<file path="src/rtl/fifox_multi_mvb_reader.sv">
// Multi-port FIFOX read side to registered MVB word, with SRC_RDY/DST_RDY backpressure.
// Optional fill-wait control: define FIFOX_MULTI_MVB_READER_FILL_WAIT_EN.
module fifox_multi_mvb_reader #(
  parameter int unsigned ITEMS        = 4,
  parameter int unsigned DATA_WIDTH   = 64,
  parameter int unsigned FILL_TIMEOUT = 16
) (
  input  logic                         CLK,
  input  logic                         RESET_N,
  input  logic [ITEMS*DATA_WIDTH-1:0]  FIFO_DO,
  input  logic [ITEMS-1:0]             FIFO_EMPTY,
  output logic [ITEMS-1:0]             FIFO_RD,
  output logic [ITEMS*DATA_WIDTH-1:0]  TX_DATA,
  output logic [ITEMS-1:0]             TX_VLD,
  output logic                         TX_SRC_RDY,
  input  logic                         TX_DST_RDY
);

  localparam int unsigned CW = $clog2(ITEMS + 1);

  function automatic logic [ITEMS-1:0] therm(input logic [CW-1:0] k);
    logic [ITEMS-1:0] t;
    for (int unsigned i = 0; i < ITEMS; i++) t[i] = (CW'(i) < k);
    return t;
  endfunction

  logic [CW-1:0] avail;
  logic [CW-1:0] reads;
  logic [CW-1:0] off;

  // Leading run of non-empty ports; a gap stops the count so FIFO order is kept.
  always_comb begin
    logic stop;
    avail = '0;
    stop  = 1'b0;
    for (int unsigned i = 0; i < ITEMS; i++) begin
      if (!stop && !FIFO_EMPTY[i]) avail = avail + CW'(1);
      else                         stop  = 1'b1;
    end
  end

  always_comb FIFO_RD = RESET_N ? therm(reads) : '0;

`ifdef FIFOX_MULTI_MVB_READER_FILL_WAIT_EN
  localparam int unsigned TW = $clog2(FILL_TIMEOUT + 1);

  typedef enum logic [1:0] {ST_EMPTY, ST_FILLING, ST_SENDING} state_t;

  state_t        state, state_d;
  logic [CW-1:0] n, n_d;
  logic [TW-1:0] cnt;

  always_comb begin
    state_d = state;
    n_d     = n;
    off     = '0;
    reads   = '0;
    case (state)
      ST_FILLING: begin
        off     = n;
        reads   = (avail < CW'(ITEMS) - n) ? avail : CW'(ITEMS) - n;
        n_d     = n + reads;
        if (n_d == CW'(ITEMS) || cnt == TW'(FILL_TIMEOUT - 1)) state_d = ST_SENDING;
      end
      default: begin
        // EMPTY always reloads; SENDING reloads only when the word is taken.
        if (state == ST_EMPTY || TX_DST_RDY) begin
          reads   = avail;
          n_d     = avail;
          state_d = (avail == CW'(ITEMS)) ? ST_SENDING :
                    (avail != '0)         ? ST_FILLING : ST_EMPTY;
        end
      end
    endcase
  end

  always_ff @(posedge CLK) begin
    if (!RESET_N) begin
      state      <= ST_EMPTY;
      n          <= '0;
      cnt        <= '0;
      TX_VLD     <= '0;
      TX_SRC_RDY <= 1'b0;
    end else begin
      state      <= state_d;
      n          <= n_d;
      cnt        <= (state == ST_FILLING) ? cnt + TW'(1) : '0;
      TX_VLD     <= therm(n_d);
      TX_SRC_RDY <= (state_d == ST_SENDING);
    end
  end
`else
  logic load_en;

  always_comb begin
    load_en = !TX_SRC_RDY || TX_DST_RDY;
    off     = '0;
    reads   = load_en ? avail : '0;
  end

  always_ff @(posedge CLK) begin
    if (!RESET_N) begin
      TX_VLD     <= '0;
      TX_SRC_RDY <= 1'b0;
    end else if (load_en) begin
      TX_VLD     <= therm(avail);
      TX_SRC_RDY <= (avail != '0);
    end
  end
`endif

  // Read items land at slots off..off+reads-1; all other slots hold.
  always_ff @(posedge CLK) begin
    if (!RESET_N) begin
      TX_DATA <= '0;
    end else begin
      for (int unsigned j = 0; j < ITEMS; j++) begin
        if (CW'(j) >= off && CW'(j) < off + reads)
          TX_DATA[j*DATA_WIDTH +: DATA_WIDTH] <= FIFO_DO[(j - 32'(off))*DATA_WIDTH +: DATA_WIDTH];
      end
    end
  end

endmodule

</file>
<file path="config.mk">
export PLATFORM = sky130hd
export DESIGN_NAME = fifox_multi_mvb_reader
export DESIGN_NICKNAME = d
export VERILOG_FILES = /design/src/rtl/fifox_multi_mvb_reader.sv
export SDC_FILE = /design/constraint.sdc
export NUM_CORES = 1
export LEC_CHECK = 0
export ABC_AREA = 1
export CAP_MARGIN = 0
export CORE_AREA = 8 8 197 199
export CTS_BUF_LIST = sky130_fd_sc_hd__clkbuf_2
export DETAILED_ROUTE_END_ITERATION = 8
export DIE_AREA = 0 0 205 207
export SYNTH_ARGS = -nofsm -noshare
export SYNTH_HDL_FRONTEND = slang
export SYNTH_SLANG_ARGS = --single-unit
</file>
<file path="constraint.sdc">
create_clock -name CLK -period 2.7 [get_ports CLK]
set_clock_uncertainty 0.2 [all_clocks]
set_input_delay 0.54 -clock CLK [delete_from_list [all_inputs] [get_ports CLK]]
set_output_delay 0.54 -clock CLK [all_outputs]
set_load 0.01 [all_outputs]
</file>
After elaboration in Yosys (flattened, before gate mapping)
Cells that the tools add are included.

Register bits after elaboration: 261. Latch bits: 0. RAM bits: 0. ROM bits: 0. Word-level logic and storage cells: 38. Memories kept: 0.

Add/subtract/negate cells: 3. $mul: 0. Divide/modulo/power cells: 0. Order comparisons: 8. Equal/unequal tests: 0. Shifts and indexed selects: 0. Multiplexer cells: 9. Bitwise operators: 0. Reductions and logical operators: 12.

Operators with widths (count): 1-bit by 3-bit < comparator with 1-bit output (first input constant) (4); 2-bit by 3-bit < comparator with 1-bit output (first input constant) (4); 3-bit two-way mux (3); 1-bit logical NOT (7); 3-bit by 1-bit adder with 3-bit output (second input constant) (2); 1-bit two-way mux (4); 4-bit two-way mux (1); 1-bit logical AND (3); 3-bit nonzero test (1); 1-bit by 1-bit adder with 2-bit output (second input constant) (1); 2-bit two-way mux (1); 1-bit logical OR (1).

Logic depth before layout (Yosys ltp)
Gate-level depths: netlist of run 1.

Depth in word-level cells: 12. Mapped depth: 13. Depth with buffers taken out: 11.

Worst setup path after synthesis of run 1
No wires, ideal clock.

Path type: input -> output. From: in FIFO_EMPTY[1]. To: out FIFO_RD[0]. Arrival time: 1753 ps. Setup slack: 207 ps. Stages: 9. Path through: inv_1 > a21oi_2 > ha_1 > nand3_2 > nand2_1 > nand2_2 > buf_6 > buf_4 > a21oi_1.

Longest elaborated chain between the ends: 12. Elaborated cells on any way between the ends: 16. Those cells by class: add/sub: 2; order compare: 1; mux: 7; reduce/logical: 6.

Ends and longest elaborated chain: start: declaration (line 11) `input logic [ITEMS-1:0] FIFO_EMPTY,`; 1-bit logical NOT * (line 37) `if (!stop && !FIFO_EMPTY[i]) avail = avail + CW'(1);`; 1-bit logical AND * (line 37); parallel branches: the longest is 6 deep, another holds 3-bit by 1-bit adder with 3-bit output; 3-bit two-way mux * (line 37); 3-bit two-way mux * (line 98) `reads = load_en ? avail : '0;`; 1-bit by 3-bit < comparator with 1-bit output * (line 23) `for (int unsigned i = 0; i < ITEMS; i++) t[i] = (CW'(i) < k);`; 4-bit two-way mux * (line 42) `always_comb FIFO_RD = RESET_N ? therm(reads) : '0;`; end: declaration (line 12) `output logic [ITEMS-1:0] FIFO_RD,`.

Every way passes the cells marked *.

Worst setup path after layout of run 1
From: in FIFO_EMPTY[0]. To: out FIFO_RD[0].

Longest elaborated chain between the ends: 12. Elaborated cells on any way between the ends: 19. Those cells by class: add/sub: 3; order compare: 1; mux: 9; reduce/logical: 6.

Ends and longest elaborated chain (line): parallel branches: the longest is 8 deep, another holds 3-bit by 1-bit adder with 3-bit output; 3-bit two-way mux * (37); 3-bit two-way mux * (98); 1-bit by 3-bit < comparator with 1-bit output * (23); 4-bit two-way mux * (42).

Marked as above.

==> results of run 1 <==
==> state kept, by name, summed over array words and instances (netlist names) <==
signal      count
TX_SRC_RDY      1
TX_DATA       256
TX_VLD          4
==> timing repair <==
| item | 4_1_cts | 5_1_grt |
|---|---|---|
| pin swaps | 4 | 3 |
| resized for setup | 126 | 90 |
| hold endpoints to repair | 255 | 0 |
| endpoints found under the setup margin | 97 | 96 |
| setup buffers | 2 | 0 |
| hold buffers | 281 | 0 |
==> worst min-delay path, delay by kind of cell <==
kind                   cells  cell delay (ps)
AND/OR/NAND/NOR            1               50
buffers and inverters      3              440
AO/OA/AOI/OAI              1              150
==> Yosys cell counts, drive strengths merged <==
master  instances
a21oi         133
a31oi           2
buf            69
clkbuf         42
clkinv          1
dfxtp         261
ha              1
inv           133
nand2         142
nand3         131
nand4           1
nor2          389
o21ai         128
==> where the power goes <==
part           switching, W  total, W  internal, W  leakage, nW
combinational      0.000959   0.00215      0.00119         7.23
clock               0.00170   0.00293      0.00123        0.528
sequential         0.000113   0.00419      0.00407         2.14
==> per-layer routing <==
metal / vias up / routed length, microns / track usage [%]
met1: 5658 / 17500 / 22.1
met2: 453 / 22400 / 35.0
met3: 104 / 3690 / 7.18
met4: 0 / 1770 / 9.69
met5: - / 0 / 0
li1: 6163 / - / -
==> cell type report <==
| cell class | instances | share of cell area (%) |
|---|---|---|
| tap | 468 | 2.98 |
| sequential | 261 | 26.6 |
| clock inverter | 15 | 0.446 |
| antenna | 6 | 0.0765 |
| inverter | 134 | 2.56 |
| clock buffer | 117 | 2.98 |
| timing repair buffer | 836 | 43.2 |
| multi-input combinational | 927 | 21.1 |
==> metrics by stage <==
| stage | total power (W) | std cells | setup WS, ps |
|---|---|---|---|
| 2_1_floorplan | 0.00509 | 1433 | 207 |
| 3_3_place_gp | 0.00608 | 2343 | -755 |
| 3_5_place_dp | 0.00610 | 2343 | -760 |
| 4_1_cts | 0.00943 | 2758 | -86.3 |
| 5_1_grt | 0.00986 | 2764 | -120 |
| 6_report | 0.00926 | 2764 | 75.0 |
==> cells by family after synthesis <==
kind of cell             Yosys count
buffers and inverters            245
flip-flops                       261
adder cells (fa/ha/maj)            1
AND/OR/NAND/NOR                  663
AO/OA/AOI/OAI                    263
==> path summary, 6_finish.rpt <==
| path | startpoint | to | cells after the start |
|---|---|---|---|
| setup reg to reg | TX_SRC_RDY | TX_DATA[120] | 8 |
| hold / removal | RESET_N | TX_DATA[119] | 5 |
| hold reg to reg | TX_VLD[2] | TX_VLD[2] | 2 |
| setup / recovery | FIFO_EMPTY[0] | FIFO_RD[0] | 10 |
==> results_dict.tcl, run 1 <==
set metrics [dict create \
    clk_transition_reported_paths_ps 110 \
    cts_max_path_buffers 3 \
    mapped_cell_area_sq_mm 0.0104 \
    grt_setup_unrepaired "yes" \
    grt_pass1_wl_mm 69.6 \
    drt_first_iter_violations 583 \
    reg2reg_slack_ps 240 \
    layout.cells.most_common_list "sky130_fd_sc_hd__nor2_1 (385), sky130_fd_sc_hd__clkdlybuf4s50_1 (344), sky130_fd_sc_hd__dlygate4sd3_1 (280)" \
    postSynthCellCount 1433 \
    place.port_buffers 527 \
    fin_crit_ps 2630 \
    cp_slowest_cell "sky130_fd_sc_hd__ha_2" \
    cellLeakagePower_nw 9.89 \
    post_synthesis_net_count 1697 \
    area_delta_synth_final_pct 88.5 \
    boundaryPins 528 \
    initial_core_util_pct 29.0 \
    number_of_antenna_violations_at_the_first_check_in_global_routing 5 \
    slew_headroom_pct 47.1 \
    xor_xnor_cell_area_share_of_the_yosys_netlist_pct 0 \
    rows 70 \
    ctsHtreeMaxLevel 3 \
    synth.yosys.seq_area_share_pct 50.2 \
    hold_ws_ps 116 \
    synth_compound_area_share_pct 12.7 \
    startpoint_type "input pin" \
    largest_net_degree_at_the_start_of_global_routing 153 \
    globalRoute.totalOverflow 0 \
    clock.fmax_mhz 381 \
    ant_nets 0 \
    synthAdderAreaFrac_pct 0.120 \
    combined_flip_flop_and_latch_cell_area_sq_mm 0.00523 \
    crit_path_max_fanout 4 \
    worst_hold_class "input pin to flip-flop" \
    tns_ps 0 \
    cts.sinks 261 \
    placedInstanceArea_sq_mm 0.0160 \
    slew_viol_final 0 \
    ys_warn_count 0 \
    post_drt_wl_per_cell_microns 16.4 \
    cts_tree "yes" \
    number_of_filler_cells_placed_in_the_layout 3349 \
    postLayoutCellArea_sq_mm 0.0196 \
    globalplace.congestion 0.790 \
    detail_route.first_pass.iterations 6 \
    coreArea_sq_mm 0.0359 \
    synth_cell_types 22 \
    yosys.area_share.simple_pct 26.0 \
    yosys-top-cells-area "sky130_fd_sc_hd__dfxtp_1 (50%), sky130_fd_sc_hd__nor2_1 (14%), sky130_fd_sc_hd__a21oi_1 (6.3%), sky130_fd_sc_hd__nand3_1 (6.2%), sky130_fd_sc_hd__o21ai_0 (5.1%)" \
    clkLatencyLatePin_ps 880 \
    drv.max_cap_violation_count 0 \
    synth_mux_area_share_pct 0 \
    overall_global_routing_usage_pct 20.4 \
    power.density_mw_per_mm2 472 \
    timing.critical_path.cells "dlygate4sd2_1 -> a21oi_2 -> ha_2 -> inv_1 -> nand2_1 -> nand2_1 -> nand2_2 -> nand2_8 -> a21oi_2 -> buf_2" \
    post_synth.cell_area_avg_sq_um 7.27 \
    max_slew.worst_pin.slew_ps 794 \
    layout-drive-gt1-share_pct 7.69 \
    setup.worst_path.end_class "output pin" \
    numnets_final 2499 \
    layout.cells.most_common "sky130_fd_sc_hd__nor2_1" \
    die_width_microns 205 \
    wl_mm 45.3 \
    route.detailed.vias_per_inst 4.48 \
    fp.dieH_microns 207 \
    numCtsBuffers 75 \
    cp_data_required_time_ps 1960 \
    final.period_utilization_pct 97.2 \
    drcViolationCount 0 \
    multi_input_comb_area_sq_mm 0.00414 \
    number_of_global_route_vias_before_repair 12600 \
    fp.dieArea_sq_mm 0.0424 \
    dominant_combinational_cell_family_by_area_after_synthesis "simple AND/OR/NAND/NOR gates" \
    setup_viol 0 \
    max_vdd_drop_v 0.000355 \
    yosys.area.top_type "sky130_fd_sc_hd__dfxtp_1" \
    synth_top_area_share_pct 50.2 \
    place_hpwl_mm 29.0 \
    vias 12400 \
    outcome "finished clean" \
    worst_ep_arrival_time_ps 1890 \
    timing.critical_path.slowest_cell_delay_ps 310 \
    worst_path_dominant_cell_family "buffers and inverters" \
    finalHoldViolCount 0 \
    cts-root-buf "sky130_fd_sc_hd__clkbuf_2" \
    postSynthRegisterBits 261 \
    worstSetupPathType "input pin to output pin" \
    crit_buf_inv 3 \
    utilization_of_the_core_after_routing_pct 54.7 \
]
No activity file was read; power rests on OpenSTA's default activity.
==> inputs of run 2 (changes only) <==
--- a/config.mk
+++ b/config.mk
@@ -7,10 +7,11 @@
 export LEC_CHECK = 0
 export ABC_AREA = 1
 export CAP_MARGIN = 0
-export CORE_AREA = 8 8 197 199
+export CORE_AREA = 10 10 199 201
 export CTS_BUF_LIST = sky130_fd_sc_hd__clkbuf_2
 export DETAILED_ROUTE_END_ITERATION = 8
-export DIE_AREA = 0 0 205 207
+export DIE_AREA = 0 0 209 211
+export PLACE_DENSITY = 0.71
 export SYNTH_ARGS = -nofsm -noshare
 export SYNTH_HDL_FRONTEND = slang
 export SYNTH_SLANG_ARGS = --single-unit
==> run 2 against run 1 <==
Via count fell by 0.19%. Sequential share of layout area grew 1.1 points. Combinational power down 6%. Final cell count fell by 1.9%. Global-route usage down 0.55 points. Register-to-register slack better by 300 ps. Sequential power about the same. Clock power is essentially flat. Flip-flop and latch count unchanged. Die area increased by 3.9%. Non-clock buffer count decreased by 36. Critical path type unchanged.
==> results_dict.tcl, run 2 (synthesis results as in run 1) <==
set metrics [dict create \
    preCtsSetupSlack_ps -717 \
    route.detailed.vias_per_inst 4.56 \
    layout.cells.most_common "sky130_fd_sc_hd__nor2_1" \
    cp_data_required_time_ps 1960 \
    coreArea_sq_mm 0.0354 \
    slew_viol_final 0 \
    ant_nets 0 \
    cts_tree "yes" \
    layout_top_registers "TX_DATA: 256 flops, TX_VLD: 4 flops, TX_SRC_RDY: 1 flops" \
    fp.dieArea_sq_mm 0.0441 \
    globalRoute.totalOverflow 0 \
    ctsHtreeMaxLevel 3 \
    drt_first_iter_violations 737 \
    cts.sinks 261 \
    rows 69 \
    max_slew.worst_pin.slew_ps 739 \
    worst_hold_class "input pin to flip-flop" \
    worstSetupPathType "input pin to output pin" \
    utilization_of_the_core_after_routing_pct 53.3 \
    placed_cells_incl_taps 2337 \
    area_delta_synth_final_pct 81.1 \
    overall_global_routing_usage_pct 19.9 \
    numnets_final 2462 \
    reg2reg_slack_ps 540 \
    worstReg2RegEnd "TX_DATA[252]" \
    hold_path.startpoint "FIFO_DO[184]" \
    initial_core_util_pct 29.4 \
    place_hpwl_mm 29.7 \
    grt_setup_unrepaired "yes" \
    grt_pass1_wl_mm 70.5 \
    setup.worst_path.end_class "output pin" \
    setup_viol 0 \
    layout.cells.non_filler 2712 \
    layout.cells.most_common_list "sky130_fd_sc_hd__nor2_1 (386), sky130_fd_sc_hd__clkdlybuf4s50_1 (300), sky130_fd_sc_hd__dfxtp_1 (260)" \
    fin_ws_ps 53.7 \
    number_of_global_route_vias_before_repair 12500 \
    final.period_utilization_pct 98.0 \
    worst_ep_arrival_time_ps 1910 \
    place.port_buffers 527 \
    max_vdd_drop_v 0.000343 \
    layout-drive-gt1-share_pct 7.30 \
    drcViolationCount 0 \
    largest_net_degree_at_the_start_of_global_routing 150 \
    clock.fmax_mhz 378 \
    crit_path_max_fanout 4 \
    detail_route.first_pass.iterations 5 \
    outcome "finished clean" \
    instance_count_along_the_most_critical_hold_path 5 \
    cts_max_path_buffers 3 \
    vias 12400 \
    slew_headroom_pct 50.8 \
    post_drt_wl_per_cell_microns 16.8 \
    power.density_mw_per_mm2 486 \
    finalHoldViolCount 0 \
    clkLatencyLatePin_ps 870 \
    boundaryPins 528 \
    numCtsBuffers 74 \
    globalplace.congestion 0.843 \
    cellLeakagePower_nw 8.93 \
    largest_register_ffs 256 \
    cts-root-buf "sky130_fd_sc_hd__clkbuf_2" \
    largest_register "TX_DATA" \
    worstHoldEndpoint "TX_DATA[184]" \
    hold_ws_ps 174 \
    wl_mm 45.7 \
    number_of_antenna_violations_at_the_first_check_in_global_routing 3 \
    timing.rr.start "TX_SRC_RDY" \
    startpoint_type "input pin" \
    fin_crit_ps 2650 \
    drv.max_cap_violation_count 0 \
    fp.dieH_microns 211 \
    clk_transition_reported_paths_ps 90 \
    tns_ps 0 \
    timing.reg2reg.worst_path_depth 9 \
    die_width_microns 209 \
]
run 2: cell types whose count changed in the layout (fill, tap and decap cells not counted), moves of 5 or more:
cell	delta
sky130_fd_sc_hd__dlygate4sd2_1	+121
sky130_fd_sc_hd__dlymetal6s2s_1	-76
sky130_fd_sc_hd__clkdlybuf4s50_1	-44
sky130_fd_sc_hd__dlygate4sd3_1	-37
sky130_fd_sc_hd__clkbuf_2	-16
sky130_fd_sc_hd__clkinv_1	+5
run 2: worst max-delay path by stage:
stage                      end     startpoint  slack [ps]
global placement    FIFO_RD[2]  FIFO_EMPTY[1]        -720
finish              FIFO_RD[0]  FIFO_EMPTY[0]          50
detailed placement  FIFO_RD[2]  FIFO_EMPTY[1]        -720
CTS                 FIFO_RD[2]     TX_SRC_RDY         -80
global route        FIFO_RD[0]  FIFO_EMPTY[0]         -50
floorplan           FIFO_RD[0]  FIFO_EMPTY[1]         210
run 2: power breakdown:
part | internal (W) | switching, W
Combinational | 0.00107 | 0.000957
Clock | 0.00120 | 0.00174
Sequential | 0.00407 | 0.000117
run 2: layout make-up:
cell class | instances | area (sq um)
timing repair buffer | 800 | 7740
clock buffer | 102 | 510
clock inverter | 23 | 146
inverter | 134 | 507
sequential | 261 | 5230
multi-input combinational | 927 | 4130
fill | 3158 | 16500
tap | 461 | 577
antenna | 4 | 10.0
run 2: metrics by stage:
step	instance area, sq um	power [W]
6_report	18900	0.00917
3_3_place_gp	15900	0.00607
2_1_floorplan	10400	0.00509
5_1_grt	18900	0.00972
3_5_place_dp	15900	0.00611
4_1_cts	18800	0.00928
run 2: timing repair:
item / in CTS / in global routing
hold endpoints to repair: 256 / 0
hold buffers: 243 / 0
endpoints found under the setup margin: 217 / 10
gates resized for setup: 244 / 10
setup buffers: 2 / 1
pin swaps: 9 / 0
run 2: critical path, stage by stage:
cell and delay (ps):
sky130_fd_sc_hd__dlygate4sd2_1 290, sky130_fd_sc_hd__a21oi_4 210, sky130_fd_sc_hd__ha_4 230, sky130_fd_sc_hd__inv_1 40
sky130_fd_sc_hd__nand2_1 100, sky130_fd_sc_hd__nand2_1 110, sky130_fd_sc_hd__nand2_2 100, sky130_fd_sc_hd__nand2_8 80
sky130_fd_sc_hd__a21oi_2 50, sky130_fd_sc_hd__buf_2 140
run 2: routing by layer:
layer / GRT usage (%) / wire (microns) / vias to the layer above
met3: 6.92 / 3720 / 138
met1: 20.7 / 16600 / 5614
met4: 11.9 / 2160 / 0
met5: 0 / 0 / -
met2: 34.1 / 23200 / 529
li1: - / - / 6074
==> inputs of run 3 (changes only) <==
--- a/config.mk
+++ b/config.mk
@@ -11,7 +11,8 @@
 export CTS_BUF_LIST = sky130_fd_sc_hd__clkbuf_2
 export DETAILED_ROUTE_END_ITERATION = 8
 export DIE_AREA = 0 0 209 211
-export PLACE_DENSITY = 0.71
+export DONT_BUFFER_PORTS = 1
+export PLACE_DENSITY = 0.52
 export SYNTH_ARGS = -nofsm -noshare
 export SYNTH_HDL_FRONTEND = slang
 export SYNTH_SLANG_ARGS = --single-unit
==> run 3 against run 2 <==
The flow now stops in 4_1_cts. Synthesized cell count stayed put. Synthesized area stayed put.
==> results_dict.tcl, run 3 <==
set metrics [dict create \
    number_of_synthesized_flops_with_an_enable_pin 0 \
    postCtsSetupBuffers 6 \
    post_synth.cell_area_avg_sq_um 7.27 \
    initial_core_util_pct 29.4 \
    ys_warn_count 0 \
    place.port_buffers 0 \
    postSynthRegisterBits 261 \
    fp.dieH_microns 211 \
    placedInstanceArea_sq_mm 0.0106 \
    yosys-top-cells-area "sky130_fd_sc_hd__dfxtp_1 (50%), sky130_fd_sc_hd__nor2_1 (14%), sky130_fd_sc_hd__a21oi_1 (6.3%), sky130_fd_sc_hd__nand3_1 (6.2%), sky130_fd_sc_hd__o21ai_0 (5.1%)" \
    post-synth-top-count-cell "sky130_fd_sc_hd__nor2_1" \
    synth_compound_area_share_pct 12.7 \
    boundaryPins 528 \
    ys_async_sr_fraction_pct 0 \
    ctsHtreeMaxLevel 3 \
    place_hpwl_mm 26.0 \
    dominant_combinational_cell_family_by_area_after_synthesis "simple AND/OR/NAND/NOR gates" \
    ys.flop_type "sky130_fd_sc_hd__dfxtp_1" \
    yosys.area_share.simple_pct 26.0 \
    xor_xnor_cell_area_share_of_the_yosys_netlist_pct 0 \
    outcome "stopped before the end" \
    postSynthCellCount 1433 \
    cts.sinks 261 \
    rows 69 \
    synthAdderAreaFrac_pct 0.120 \
    cts_hold_buf 388 \
    numCtsBuffers 73 \
    yosys.area.top_type "sky130_fd_sc_hd__dfxtp_1" \
    haltStage "4_1_cts" \
    mapped_cell_area_sq_mm 0.0104 \
    cts-root-buf "sky130_fd_sc_hd__clkbuf_2" \
    die_width_microns 209 \
    cts_max_path_buffers 3 \
    post_cts_resized 16 \
    synth.yosys.seq_area_share_pct 50.2 \
    synth_cell_types 22 \
    post_synth_most_frequent_cells "sky130_fd_sc_hd__nor2_1 (387), sky130_fd_sc_hd__dfxtp_1 (261), sky130_fd_sc_hd__nand2_1 (139)" \
    synth_top_area_share_pct 50.2 \
    post_synthesis_net_count 1697 \
    synth_mux_area_share_pct 0 \
    globalplace.congestion 0.806 \
    error "[ERROR RSZ-0060] Max buffer count reached." \
]
[run 3: cell counts after synthesis]
Identical to the previous run, type by type.
[run 3: cell families after synthesis]
kind of cell,count (synthesis)
AND/OR/NAND/NOR,663
flip-flops,261
adder cells (fa/ha/maj),1
AO/OA/AOI/OAI,263
buffers and inverters,245
[run 3: per-stage QoR]
stage	setup slack (ps)	cells	hold slack, ps
after floorplan	207	1433	288
after global placement	36.7	1802	325
after detailed placement	28.3	1802	330
==> inputs of run 4 (changes only) <==
--- a/config.mk
+++ b/config.mk
@@ -7,12 +7,11 @@
 export LEC_CHECK = 0
 export ABC_AREA = 1
 export CAP_MARGIN = 0
-export CORE_AREA = 10 10 199 201
-export CTS_BUF_LIST = sky130_fd_sc_hd__clkbuf_2
+export CORE_MARGIN = 10
+export CORE_UTILIZATION = 25
 export DETAILED_ROUTE_END_ITERATION = 8
-export DIE_AREA = 0 0 209 211
 export DONT_BUFFER_PORTS = 1
-export PLACE_DENSITY = 0.52
+export PLACE_DENSITY_LB_ADDON = 0.15
 export SYNTH_ARGS = -nofsm -noshare
 export SYNTH_HDL_FRONTEND = slang
 export SYNTH_SLANG_ARGS = --single-unit
==> run 4 against run 3 <==
The run now ends clean.
==> results_dict.tcl, run 4 (synthesis results as in run 1) <==
set metrics [dict create \
    globalRoute.totalOverflow 0 \
    finalHoldViolCount 0 \
    wl_mm 42.5 \
    place_hpwl_mm 29.0 \
    post_drt_wl_per_cell_microns 18.6 \
    vias 10300 \
    worstReg2RegEnd "TX_DATA[0]" \
    drv.max_cap_violation_count 0 \
    layout_top_registers "TX_DATA: 256 flops, TX_VLD: 4 flops, TX_SRC_RDY: 1 flops" \
    initial_core_util_pct 25.4 \
    reg2reg_slack_ps 240 \
    cts_tree "yes" \
    drcViolationCount 0 \
    number_of_global_route_vias_before_repair 10200 \
    timing.reg2reg.worst_path_depth 8 \
    clock.fmax_mhz 393 \
    combined_flip_flop_and_latch_cell_area_sq_mm 0.00523 \
    numCtsBuffers 31 \
    postCtsSetupBuffers 0 \
    cts.sinks 261 \
    grt_pass1_wl_mm 63.3 \
    hold_path.startpoint "FIFO_DO[113]" \
    boundaryPins 528 \
    area_delta_synth_final_pct 47.3 \
    timing.critical_path.slowest_cell_delay_ps 290 \
    layout.cells.non_filler 2281 \
    worstSetupPathType "input pin to output pin" \
    worst_hold_class "input pin to flip-flop" \
    fin_ws_ps 158 \
    place.port_buffers 0 \
    ctsHtreeMaxLevel 1 \
    coreArea_sq_mm 0.0410 \
    ant_nets 0 \
    max_vdd_drop_v 0.000414 \
    worstHoldEndpoint "TX_DATA[113]" \
    layout.cells.most_common "sky130_fd_sc_hd__nor2_1" \
    fp.dieH_microns 224 \
    numnets_final 1988 \
    outcome "finished clean" \
    cellLeakagePower_nw 6.56 \
    cp_data_required_time_ps 1960 \
    largest_net_degree_at_the_start_of_global_routing 131 \
    tns_ps 0 \
    fin_crit_ps 2540 \
    worst_ep_arrival_time_ps 1800 \
    final.period_utilization_pct 94.2 \
    drt_first_iter_violations 782 \
    cts_max_path_buffers 3 \
    placed_cells_incl_taps 1887 \
    rows 74 \
    timing.critical_path.cells "inv_1 -> a21oi_2 -> ha_1 -> nand3_2 -> nand2_1 -> nand2_8 -> a21oi_1" \
    globalplace.congestion 0.810 \
    preCtsSetupSlack_ps 103 \
    layout-drive-gt1-share_pct 5.61 \
    cp_slowest_cell "sky130_fd_sc_hd__ha_1" \
    route.detailed.vias_per_inst 4.54 \
    clk_transition_reported_paths_ps 60 \
    fp.dieArea_sq_mm 0.0502 \
    largest_register "TX_DATA" \
    max_slew.worst_pin.slew_ps 537 \
    critPathLaunch "FIFO_EMPTY[1]" \
    setup_viol 0 \
    power.density_mw_per_mm2 655 \
    grt_setup_unrepaired "no" \
    largest_register_ffs 256 \
    timing.rr.start "TX_SRC_RDY" \
    cts-root-buf "sky130_fd_sc_hd__clkbuf_16" \
    layout.cells.most_common_list "sky130_fd_sc_hd__nor2_1 (387), sky130_fd_sc_hd__dlygate4sd3_1 (335), sky130_fd_sc_hd__dfxtp_1 (261)" \
    overall_global_routing_usage_pct 15.8 \
    number_of_antenna_violations_at_the_first_check_in_global_routing 1 \
    startpoint_type "input pin" \
    crit_path_max_fanout 8 \
    setup.worst_path.end_class "output pin" \
    multi_input_comb_area_sq_mm 0.00409 \
    slew_headroom_pct 64.2 \
    detail_route.first_pass.iterations 5 \
    slew_viol_final 0 \
    instance_count_along_the_most_critical_hold_path 2 \
    number_of_filler_cells_placed_in_the_layout 4252 \
    die_width_microns 224 \
    clkLatencyLatePin_ps 570 \
]
run 4: layer usage:
layer	part of all wire, %	global-route usage (%)	wire length [microns]
met3	8.7	5.19	3710
met1	38	17.5	16300
met4	3.4	6.19	1450
met2	50	27.4	21100
met5	0	0	0
run 4: critical path: cells and delay by family:
family	cells	cell delay (ps)
AOI/OAI and AO/OA	2	550
adders and majority gates	1	290
buffers and inverters	1	30
and+or+nand+nor	3	380
run 4: worst max path at each step:
stage | to | slack [ps] | cells after the start
final | FIFO_RD[0] | 160 | 7
after global routing | FIFO_RD[2] | 40 | 6
after CTS | FIFO_RD[2] | 20 | 6
after detailed placement | FIFO_RD[0] | 100 | 7
after global placement | FIFO_RD[0] | 130 | 7
after floorplan | FIFO_RD[0] | 210 | 9
run 4: cell type report:
cell class,instances,share of cell area (%)
antenna,1,0.0163
clock buffer,47,6.23
multi-input combinational,927,26.6
clock inverter,10,0.702
inverter,134,3.28
timing repair buffer,369,24.7
tap,532,4.34
sequential,261,34.1
run 4: through the flow:
stage                     area, sq um  total power, W  hold slack, ps  utilization (%)
after floorplan                 10400         0.00509             288                -
after global placement          10900         0.00530             326             26.5
after detailed placement        10900         0.00531             327             26.5
after CTS                       15300          0.0102            2.37             37.4
after global routing            15300          0.0105            8.82             37.4
final                           15300          0.0100            15.4             37.4
run 4: repair_timing:
item                                   4_1_cts  5_1_grt
resized for setup                            0        1
endpoints found under the hold margin      244        0
hold buffers                               336        0
setup endpoints to repair                    0        1
run 4: power by group:
part | total (W) | internal, W | leakage (nW) | switching [W]
Sequential | 0.00440 | 0.00408 | 2.14 | 0.000319
Combinational | 0.00134 | 0.000701 | 3.89 | 0.000638
Clock | 0.00430 | 0.00261 | 0.533 | 0.00169
